===== config.mk =====
export PLATFORM = sky130hd
export DESIGN_NAME = ttc_settle_timer
export DESIGN_NICKNAME = d
export VERILOG_FILES = /design/src/rtl/ttc_pkg.sv /design/src/rtl/ttc_settle_timer.sv
export SDC_FILE = /design/constraint.sdc
export NUM_CORES = 1
export LEC_CHECK = 0
export ABC_AREA = 1
export BUFFER_PORTS_ARGS = -buffer_cell sky130_fd_sc_hd__buf_2
export CORE_AREA = 2 2 39 41
export CTS_CLUSTER_SIZE = 30
export DETAILED_ROUTE_END_ITERATION = 10
export DIE_AREA = 0 0 41 43
export SLEW_MARGIN = 30
export SYNTH_ARGS = -nofsm -noshare
export SYNTH_HDL_FRONTEND = slang
export SYNTH_SLANG_ARGS = --single-unit
export TNS_END_PERCENT = 50

===== constraint.sdc =====
create_clock -name clk -period 2.2 [get_ports clk]
set_input_delay 0.11 -clock clk [delete_from_list [all_inputs] [get_ports clk]]
set_output_delay 0.11 -clock clk [all_outputs]
set_load 0.05 [all_outputs]

===== src/rtl/ttc_pkg.sv =====
// Shared types and constants for the truth-table sweep checker.
// Latency: n/a (declarations only).
// Backpressure: n/a.
//
// Contents: FSM state enum, vector count, default golden table for
// F = (AB' + A'B)(C + D'), and the vector / settle-counter widths.
package ttc_pkg;

    localparam int unsigned NUM_VECTORS = 16;
    localparam int unsigned VEC_W       = 4;
    localparam int unsigned CNT_W       = 5;

    // Bit i holds F for vector index i = {A,B,C,D}; ones at 4,6,7,8,10,11.
    localparam logic [NUM_VECTORS-1:0] GOLDEN_DEFAULT = 16'h0DD0;

    typedef enum logic [1:0] {
        ST_IDLE = 2'd0,
        ST_RUN  = 2'd1,
        ST_DONE = 2'd2
    } ttc_state_e;

endpackage : ttc_pkg


===== src/rtl/ttc_settle_timer.sv =====
// Settle timer: counts the cycles a vector is held and flags the sampling cycle.
// Latency: tc_o is combinational from the count register (high when count == SETTLE_CYCLES-1).
// Backpressure: none; counts only while en_i is high, clr_i has priority.
//
// Ports:
//   clk      in   clock, rising edge
//   rst      in   asynchronous active-high reset
//   clr_i    in   synchronous clear to 0 (sweep start)
//   en_i     in   count enable (sweep running)
//   tc_o     out  terminal count: this edge is a sampling edge
module ttc_settle_timer
    import ttc_pkg::*;
#(
    parameter int unsigned SETTLE_CYCLES = 2
) (
    input  logic clk,
    input  logic rst,
    input  logic clr_i,
    input  logic en_i,
    output logic tc_o
);

    localparam logic [CNT_W-1:0] TC_VAL = CNT_W'(SETTLE_CYCLES - 1);

    logic [CNT_W-1:0] cnt_q;
    logic [CNT_W-1:0] cnt_d;

    assign tc_o = (cnt_q == TC_VAL);

    always_comb begin
        cnt_d = cnt_q;
        if (clr_i) begin
            cnt_d = '0;
        end else if (en_i) begin
            // Wrap to zero on the sampling edge so the next vector starts fresh.
            cnt_d = tc_o ? '0 : cnt_q + CNT_W'(1);
        end
    end

    always_ff @(posedge clk or posedge rst) begin
        if (rst) begin
            cnt_q <= '0;
        end else begin
            cnt_q <= cnt_d;
        end
    end

endmodule : ttc_settle_timer


# Word-level counts from Yosys, hierarchy flattened
# Cells that the tools add are included.
# W data, S select, Z words.
# totals
ff_bits,5
out_inout_bits,1
elab_cells,7
# classes
add_sub_neg,1
eq_ne,1
n_mux,3
n_reduce_logical,1
# ops
cell,count
$mux W5,3
$add A5 B1 Y5 const B,1
$eq A5 B1 Y1 const B,1
$reduce_bool A2 Y1,1

# Depth between registers and ports, before layout
# Gate-level depths: netlist (run 1).
# depth
word_depth,4
mapped_depth,7
depth_no_buf,7

# Least setup slack after synthesis (run 1)
# No wires, ideal clock.
# synth_timing
kind,register -> output
startpoint,reg cnt_q[1]
endpoint,out tc_o
arrival_time_ns,1.128
required_ns,2.090
path_slack_ns,0.962
stages_incl_launch_ff,7
n_path_buf,0
cell_sequence,dfrtp_1 inv_1 ha_1 inv_1 nor2_1 nand2_1 inv_1
# synth_between
elab_chain_len,1
# synth_lines
item,line,text
from (decl),ttc_settle_timer.sv:25,logic [CNT_W-1:0] cnt_q;
from (signal assigned),ttc_settle_timer.sv:44,cnt_q <= cnt_d;
$eq A5 B1 Y1,ttc_settle_timer.sv:28,assign tc_o = (cnt_q == TC_VAL);
to (decl),ttc_settle_timer.sv:20,output logic tc_o
# Every way passes these cells.

# Worst setup path after layout (run 1)
# Ends and elaborated chain as after synthesis.

==> summary.txt, run 1 <==
Fin. Hold Viols: 0
Seq/Total Area, Yosys: 0.388
Setup TNS: 0 ps
Slew @ Worst Pin: 247 ps
Die Y: 43 um
Starting DRT DRC Count: 4
Biggest register: cnt_q
Unrepaired setup endpoints after global routing: false
Most frequent cells in the layout: nand2_1 (20), inv_1 (11), dfrtp_1 (5)
Mapped Nets: 54
Number of global-route vias before repair: 263
Port buffer count: 4
Via/cell ratio: 3.99
Post-CTS sizing: 0
Hold Startpoint: clr_i
Hold Path Class: in2reg
Max Fanout on Critical Path: 5
Fin nets: 64
Vias: 291
Die Footprint: 1760 sq um
Leakage Power: 0.000237 uW
Placer Congestion: 0.735
Pin count of the biggest net entering global routing: 8
Sink Count: 5
Initial core utilization: 0.233
CP endpoint kind: output port
Path depth of the worst reg2reg path: 6
Clock buffer depth: 2
Reg clk slew, reported paths: 40 ps
Overall Power: 240 uW
Layout cells sized above 1: 0.158
Rows: 14
Total overflow reported by the global router: 0
GRT Util Overall: 0.0870
Die X: 41 um
Number of synthesized register bits: 5
Clock Skew: 0.825 ps
Crit start category: flop
Area growth syn-to-layout: 23.6%
Fin crit period: 1510 ps
Area of the core: 1380 sq um
Initial antenna violation count: 0
CP required: 2090 ps
Reg2reg end: cnt_q[0]
Setup CP Type: reg2out
Synth warnings: 0
Status: completed
Antenna-violating nets left: 0
Post-CTS setup buffer count: 0
Crit path arrival time: 1400 ps
Yosys cell types: 10
Post-synth top area share: 0.388
Mapped Area: 323 sq um
Max-slew headroom at the worst pin: 0.836
Root Driver: clkbuf_4
Placed Cells: 68
Peak supply drop: 0.310 mV
Post-synth top area cell: dfrtp_1
Non-filler cells, final: 73
Number of antenna diodes: 0
# H-tree levels: 1
Register-to-Register Setup Slack: 1040 ps
Hpwl dp: 463 um
Multi-input gate area: 156 sq um
Commonest non-fill, non-tap cell in the layout: nand2_1
FMAX: 662 MHz
Global-route wire length before repair: 952 um
Largest cells by area after synthesis: dfrtp_1 (39%), nand2_1 (23%), inv_1 (13%)
Number of detailed-route iterations in the first pass: 3
Fillers: 159
FF/Latch Area: 125 sq um
Ports: 5
TritonCTS Buffers: 3
Syn Inst Count: 48
Max reg flops: 5
Post-Syn Area per Cell: 6.73 sq um
Setup violators final: 0
Hold Crit Depth: 4
Pwr per Cell Area: 601 nW/um^2
Total routed wirelength: 590 um
Regs by FF count: cnt_q x5
WL per Instance: 8.08 um
Reg-to-Reg Start: cnt_q[0]
Final period util: 0.686
MaxCap Viol Count: 0
WHS Endpoint: cnt_q[2]
Remaining DRCs: 0
Clock Latency Late Sink: 240 ps
CTS tree: done
Max-slew violation count: 0
-- worst max-delay path: stages, from the launching register on --
cell     delay, ps
dfrtp_1        410
inv_1           70
ha_1           130
inv_1           30
nor2_1         140
nand2_1         90
inv_1           50
buf_2          250
-- cells by family after synthesis --
family | Yosys count | synth area share
buffers and inverters | 11 | 0.128
DFF | 5 | 0.388
AOI/OAI and AO/OA | 4 | 0.0736
and+or+nand+nor | 26 | 0.333
adders and majority gates | 2 | 0.0775
-- synthesized netlist by cell type --
cell / n
nor2_2: 1
a21oi_2: 1
nor2_1: 1
a21oi_1: 3
nand3_1: 2
inv_1: 11
nand4_1: 2
nand2_1: 20
dfrtp_1: 5
ha_1: 2
-- report_power, final --
group / leakage [uW] / switching [uW] / total, uW / internal, uW
clock: 0.0000150 / 34.3 / 103 / 68.4
sequential: 0.0000687 / 5.42 / 101 / 95.9
combinational: 0.000154 / 24.1 / 35.9 / 11.8
-- layout make-up --
| cell class | count | share of cell area |
|---|---|---|
| clock buffers | 4 | 0.0658 |
| inverters | 11 | 0.103 |
| multi-input cells | 32 | 0.392 |
| flip-flops and latches | 5 | 0.313 |
| well taps | 16 | 0.0502 |
| repair buffers | 5 | 0.0752 |
-- timing repair --
item	CTS	global route
hold buffers	1	0
endpoints found under the setup margin	0	0
hold endpoints to repair	5	0
-- per-stage QoR --
stage          utilization  hold WS, ps  area (sq um)  setup WS (ps)
2_1_floorplan            -         -111           323            962
3_3_place_gp         0.262         9.64           363            958
3_5_place_dp         0.262         13.8           363            931
4_1_cts              0.288          160           399            665
5_1_grt              0.288          190           399            521
6_report             0.288          171           399            690
-- metal layers --
| metal | routed length (um) | vias to the layer above | part of all wire | track usage |
|---|---|---|---|---|
| met5 | 0 | - | 0 | 0 |
| met4 | 0 | 0 | 0 | 0.0800 |
| met3 | 23 | 0 | 0.039 | 0.0471 |
| met2 | 284 | 5 | 0.48 | 0.116 |
| met1 | 282 | 123 | 0.48 | 0.0924 |
| li1 | - | 163 | - | - |
-- worst max path at each step --
stage	end	from	cells past startpoint	slack [ps]
CTS	tc_o	cnt_q[1]	7	660
global route	tc_o	cnt_q[1]	7	520
finish	tc_o	cnt_q[1]	7	690
floorplan	tc_o	cnt_q[1]	6	960
detailed placement	tc_o	cnt_q[1]	7	930
global placement	tc_o	cnt_q[1]	7	960
No activity file was read; power rests on OpenSTA's default activity.
==> run 2: changes to the inputs <==
- clock period: 2.2 -> 1.5 ns (I/O delays scaled with it)
==> run 2 against run 1 <==
Total power grew 49%. Clock-buffer cell count unchanged. Clock skew barely moved. Worst setup slack worse by 590 ps. Utilization up 0.45 points. Critical path depth unchanged. Non-clock buffer count did not move. Hold slack worse by 41 ps. Register-to-register slack got worse by 690 ps. Global-route usage is 0.61 points lower. Critical endpoint unchanged. Largest cell class unchanged. Highest routed layer unchanged.
==> summary.txt, run 2 (synthesized netlist as in run 1, its figures left out) <==
Clock Skew: 0.893 ps (+0.0679 ps)
TritonCTS Buffers: 3 (unchanged)
CP dominant cell by count: inv_1
Leakage Power: 0.000238 uW (+0.48%)
Fin nets: 64 (unchanged)
Reg clk slew, reported paths: 40 ps (about the same)
Biggest register: cnt_q
Setup TNS: 0 ps (unchanged)
Hold Crit Depth: 4 (unchanged)
Commonest non-fill, non-tap cell in the layout: nand2_1
Status: completed
Sink Count: 5 (unchanged)
Setup violators final: 0 (unchanged)
Die X: 41 um (unchanged)
GRT Util Overall: 0.0810 (-0.00607)
Remaining DRCs: 0 (unchanged)
Max-slew headroom at the worst pin: 0.851 (+0.0148)
Reg-to-Reg Start: cnt_q[0]
Unrepaired setup endpoints after global routing: false
Pwr per Cell Area: 879 nW/um^2 (+46%)
Via/cell ratio: 3.95 (-1.0%)
Worst Setup SP: cnt_q[1]
# H-tree levels: 1 (unchanged)
Placer Congestion: 0.677 (-8.0%)
Buf/Inv on CP: 4 (unchanged)
Critical Path, Cell by Cell: inv_1, ha_1, inv_1, nor2_1, nand2_1, inv_1, buf_6
Fin crit period: 1410 ps
Max reg flops: 5 (unchanged)
Rows: 14 (unchanged)
Setup CP Type: reg2out
Final period util: 0.937
Pin count of the biggest net entering global routing: 8 (unchanged)
Path depth of the worst reg2reg path: 6 (unchanged)
Root Driver: clkbuf_4
Hpwl dp: 425 um (-8.1%)
Number of detailed-route iterations in the first pass: 4 (+1)
Fin. Hold Viols: 0 (unchanged)
Starting DRT DRC Count: 7 (+3)
Number of antenna diodes: 0 (unchanged)
Setup ws final: 94.9 ps (-595 ps)
Initial core utilization: 0.233 (unchanged)
WL per Instance: 7.40 um (-8.5%)
Hold Startpoint: clr_i
Non-filler cells, final: 73 (unchanged)
Core Util, Final: 0.293 (+0.00452)
Total overflow reported by the global router: 0 (unchanged)
Clock Latency Late Sink: 240 ps (about the same)
Regs by FF count: cnt_q x5
Hold Path Class: in2reg
Layout cells sized above 1: 0.158 (unchanged)
Antenna-violating nets left: 0 (unchanged)
Initial antenna violation count: 0 (unchanged)
Slowest stage delay, CP: 410 ps (about the same)
CP endpoint kind: output port
Placed Cells: 68 (unchanged)
Max Fanout on Critical Path: 5 (unchanged)
Most frequent cells in the layout: nand2_1 (20), inv_1 (11), dfrtp_1 (5)
Area growth syn-to-layout: 25.6%
Ports: 5 (unchanged)
Hold WS: 130 ps (-41.1 ps)
MaxCap Viol Count: 0 (unchanged)
Crit start category: flop
CTS tree: done
CP Depth: 7 (unchanged)
Crit path arrival time: 1330 ps (-70 ps)
Max-slew violation count: 0 (unchanged)
Clock buffer depth: 2 (unchanged)
Area of the core: 1380 sq um (unchanged)
Total routed wirelength: 540 um (-8.5%)
Slew @ Worst Pin: 223 ps (-23.9 ps)
Die Footprint: 1760 sq um (unchanged)
Die Y: 43 um (unchanged)
Port buffer count: 4 (unchanged)
Number of global-route vias before repair: 251 (-4.6%)
Setup slack at placement: 261 ps (-670 ps)
CP max-delay cell: dfrtp_1
CP required: 1420 ps (-670 ps)
Global-route wire length before repair: 945 um (-0.74%)
Peak supply drop: 0.314 mV (+1.4%)
Top delay family on crit path: flip-flops
FMAX: 712 MHz
Post-CTS setup buffer count: 0 (unchanged)
Vias: 288 (-1.0%)
[run 2: cell types whose count changed in the layout (fill, tap and decap cells not counted)]
cell,delta
buf_2,-1
buf_6,+1
[run 2: metrics by stage]
step	power, uW	cell area [sq um]
2_1_floorplan	188	323
3_3_place_gp	201	363
3_5_place_dp	202	363
4_1_cts	365	402
5_1_grt	381	405
6_report	357	405
[run 2: power by group]
group | internal (uW) | total [uW] | leakage (uW) | switching, uW
registers | 141 | 149 | 0.0000687 | 8.07
logic | 21.1 | 56.6 | 0.000155 | 35.4
clock network | 100 | 151 | 0.0000150 | 50.9
[run 2: layout make-up]
class                      count  area, sq um
clock buffer                   4         26.3
fill                         150          978
inverter                      11         41.3
multi-input combinational     32          156
sequential                     5          125
tap                           16         20.0
timing repair buffer           5         36.3
[run 2: routing by layer]
layer | global-route usage | wire [um] | up-vias | share of wire
li1 | - | - | 162 | -
met1 | 0.119 | 289 | 119 | 0.54
met2 | 0.0906 | 224 | 7 | 0.41
met3 | 0.0157 | 26 | 0 | 0.048
met4 | 0.0800 | 0 | 0 | 0
met5 | 0 | 0 | - | 0
[run 2: what timing repair did]
action                                  in CTS  in global routing
endpoints found under the setup margin       1                  1
endpoints found under the hold margin        5                  0
gates resized for setup                      1                  1
hold buffers                                 1                  0
[run 2: worst reg2reg max path: stages (launching register included)]
cell     delay, ps
dfrtp_1        430
ha_1           220
inv_1           50
nor2_1          50
a21oi_2        210
nand2_1         70
nand2_1         60
[run 2: worst paths after layout]
| kind | to | slack, ps |
|---|---|---|
| setup reg to reg | cnt_q[4] | 350 |
| hold reg to reg | cnt_q[1] | 560 |
| max in group asynchronous | cnt_q[4] | 1070 |
| setup / recovery | tc_o | 90 |
| hold / removal | cnt_q[2] | 130 |
| min in group asynchronous | cnt_q[1] | 270 |
==> run 3: changes to the inputs <==
- PLACE_DENSITY: default -> 0.49
==> run 3 against run 2 <==
Utilization unchanged. Via count is 5.6% higher. Sequential share of layout area grew 0.31 points. Die area did not move. Fmax increased by 1.7%. Total power up 2.0%. Largest cell class unchanged.
==> summary.txt, run 3 (synthesized netlist as in run 1, its figures left out) <==
CP required: 1420 ps (about the same)
Area growth syn-to-layout: 25.6% (unchanged)
Number of detailed-route iterations in the first pass: 4 (unchanged)
Via/cell ratio: 4.16 (+5.6%)
Setup ws final: 119 ps (+24.1 ps)
Peak supply drop: 0.411 mV (+31%)
Hold Path Class: in2reg
Total routed wirelength: 624 um (+16%)
WHS Endpoint: cnt_q[2]
Number of global-route vias before repair: 229 (-8.8%)
Setup TNS: 0 ps (unchanged)
Fin crit period: 1380 ps (-24.1 ps)
Total overflow reported by the global router: 0 (unchanged)
Path depth of the worst reg2reg path: 6 (unchanged)
CTS tree: done
Pwr per Cell Area: 897 nW/um^2 (+2.0%)
Register-to-Register Setup Slack: 310 ps (-40 ps)
Setup CP Type: reg2out
Commonest non-fill, non-tap cell in the layout: nand2_1
Fin nets: 64 (unchanged)
Buf/Inv on CP: 4 (unchanged)
Die Y: 43 um (unchanged)
Overall Power: 364 uW (+2.0%)
TritonCTS Buffers: 3 (unchanged)
Max-slew violation count: 0 (unchanged)
Die Footprint: 1760 sq um (unchanged)
Slowest stage delay, CP: 410 ps (about the same)
Antenna-violating nets left: 0 (unchanged)
Max-slew headroom at the worst pin: 0.849 (-0.00232)
Hold Startpoint: clr_i
Leakage Power: 0.000236 uW (-1.1%)
Crit path arrival time: 1310 ps (-20 ps)
Hpwl dp: 438 um (+3.0%)
Fillers: 151 (+0.67%)
Starting DRT DRC Count: 2 (-5)
Unrepaired setup endpoints after global routing: false
WL per Instance: 8.55 um (+16%)
Placer Congestion: 0.707 (+4.6%)
Rows: 14 (unchanged)
Area of the core: 1380 sq um (unchanged)
Clock Latency Late Sink: 240 ps (about the same)
Ports: 5 (unchanged)
Biggest register: cnt_q
Hold Crit Depth: 4 (unchanged)
Global-route wire length before repair: 938 um (-0.74%)
Most frequent cells in the layout: nand2_1 (20), inv_1 (11), dfrtp_1 (4)
Final period util: 0.921 (-0.0161)
CP endpoint kind: output port
Sink Count: 5 (unchanged)
Pin count of the biggest net entering global routing: 8 (unchanged)
Status: completed
Root Driver: clkbuf_4
Initial core utilization: 0.233 (unchanged)
Hold WS: 117 ps (-13.1 ps)
Max reg flops: 5 (unchanged)
Vias: 304 (+5.6%)
Clock buffer depth: 2 (unchanged)
Layout cells sized above 1: 0.193 (+0.0351)
Setup violators final: 0 (unchanged)
Port buffer count: 4 (unchanged)
Fin. Hold Viols: 0 (unchanged)
CP max-delay cell: dfrtp_1
Slew @ Worst Pin: 227 ps (+3.48 ps)
Setup slack at placement: 265 ps (+3.73 ps)
Top delay family on crit path: flip-flops
# H-tree levels: 1 (unchanged)
CP dominant cell by count: inv_1
Reg2reg end: cnt_q[0]
FMAX: 724 MHz (+1.7%)
Reg-to-Reg Start: cnt_q[0]
GRT Util Overall: 0.0849 (+0.00396)
Die X: 41 um (unchanged)
Crit start category: flop
Number of antenna diodes: 0 (unchanged)
Remaining DRCs: 0 (unchanged)
Clock Skew: 4.68 ps (+3.79 ps)
Max Fanout on Critical Path: 5 (unchanged)
Initial antenna violation count: 0 (unchanged)
Critical Path, Cell by Cell: inv_1, ha_1, inv_1, nor2_2, nand2_1, inv_1, buf_4
Regs by FF count: cnt_q x5
MaxCap Viol Count: 0 (unchanged)
Reg clk slew, reported paths: 50 ps (about the same)
## run 3: cell counts in the layout (fill, tap and decap cells not counted)
No cell type changed its count.
## run 3: worst register-to-register path: stages, from the launching register on
cell,delay [ps]
dfrtp_2,430
ha_1,200
inv_1,60
nor2_2,40
a21oi_2,220
nand2_1,90
nand2_1,70
## run 3: area by class of cell
type,instances,area [sq um],share of cell area
multi-input cells,32,159,0.392
flip-flops and latches,5,126,0.312
inverters,11,41.3,0.102
repair buffers,5,32.5,0.0802
clock buffers,4,26.3,0.0648
well taps,16,20.0,0.0494
## run 3: worst max-delay path by stage
stage	end	cells past startpoint	slack [ps]	from
final	tc_o	7	120	cnt_q[1]
after global placement	tc_o	7	270	cnt_q[1]
after global routing	tc_o	7	40	cnt_q[1]
after detailed placement	tc_o	7	260	cnt_q[1]
after CTS	tc_o	7	50	cnt_q[1]
after floorplan	tc_o	6	300	cnt_q[1]
## run 3: what timing repair did
action | CTS | global route
resized for setup | 1 | 2
endpoints found under the setup margin | 1 | 1
hold buffers | 1 | 0
hold endpoints to repair | 5 | 0
setup buffers | 0 | 0
## run 3: where the power goes
part / total [uW] / internal [uW] / switching, uW
sequential: 149 / 141 / 7.91
clock: 158 / 101 / 57.2
combinational: 56.8 / 19.7 / 37.1
## run 3: layer usage
| layer | vias to the layer above | track usage | wire (um) | part of all wire |
|---|---|---|---|---|
| li1 | 162 | - | - | - |
| met1 | 135 | 0.112 | 286 | 0.46 |
| met2 | 7 | 0.100 | 293 | 0.47 |
| met3 | 0 | 0.0785 | 45 | 0.072 |
| met4 | 0 | 0.0200 | 0 | 0 |
| met5 | - | 0 | 0 | 0 |
## run 3: through the flow
step           utilization  std cells  cell area, sq um
6_report             0.293         73               405
3_3_place_gp         0.262         68               363
2_1_floorplan            -         48               323
4_1_cts              0.290         73               402
5_1_grt              0.293         73               405
3_5_place_dp         0.262         68               363
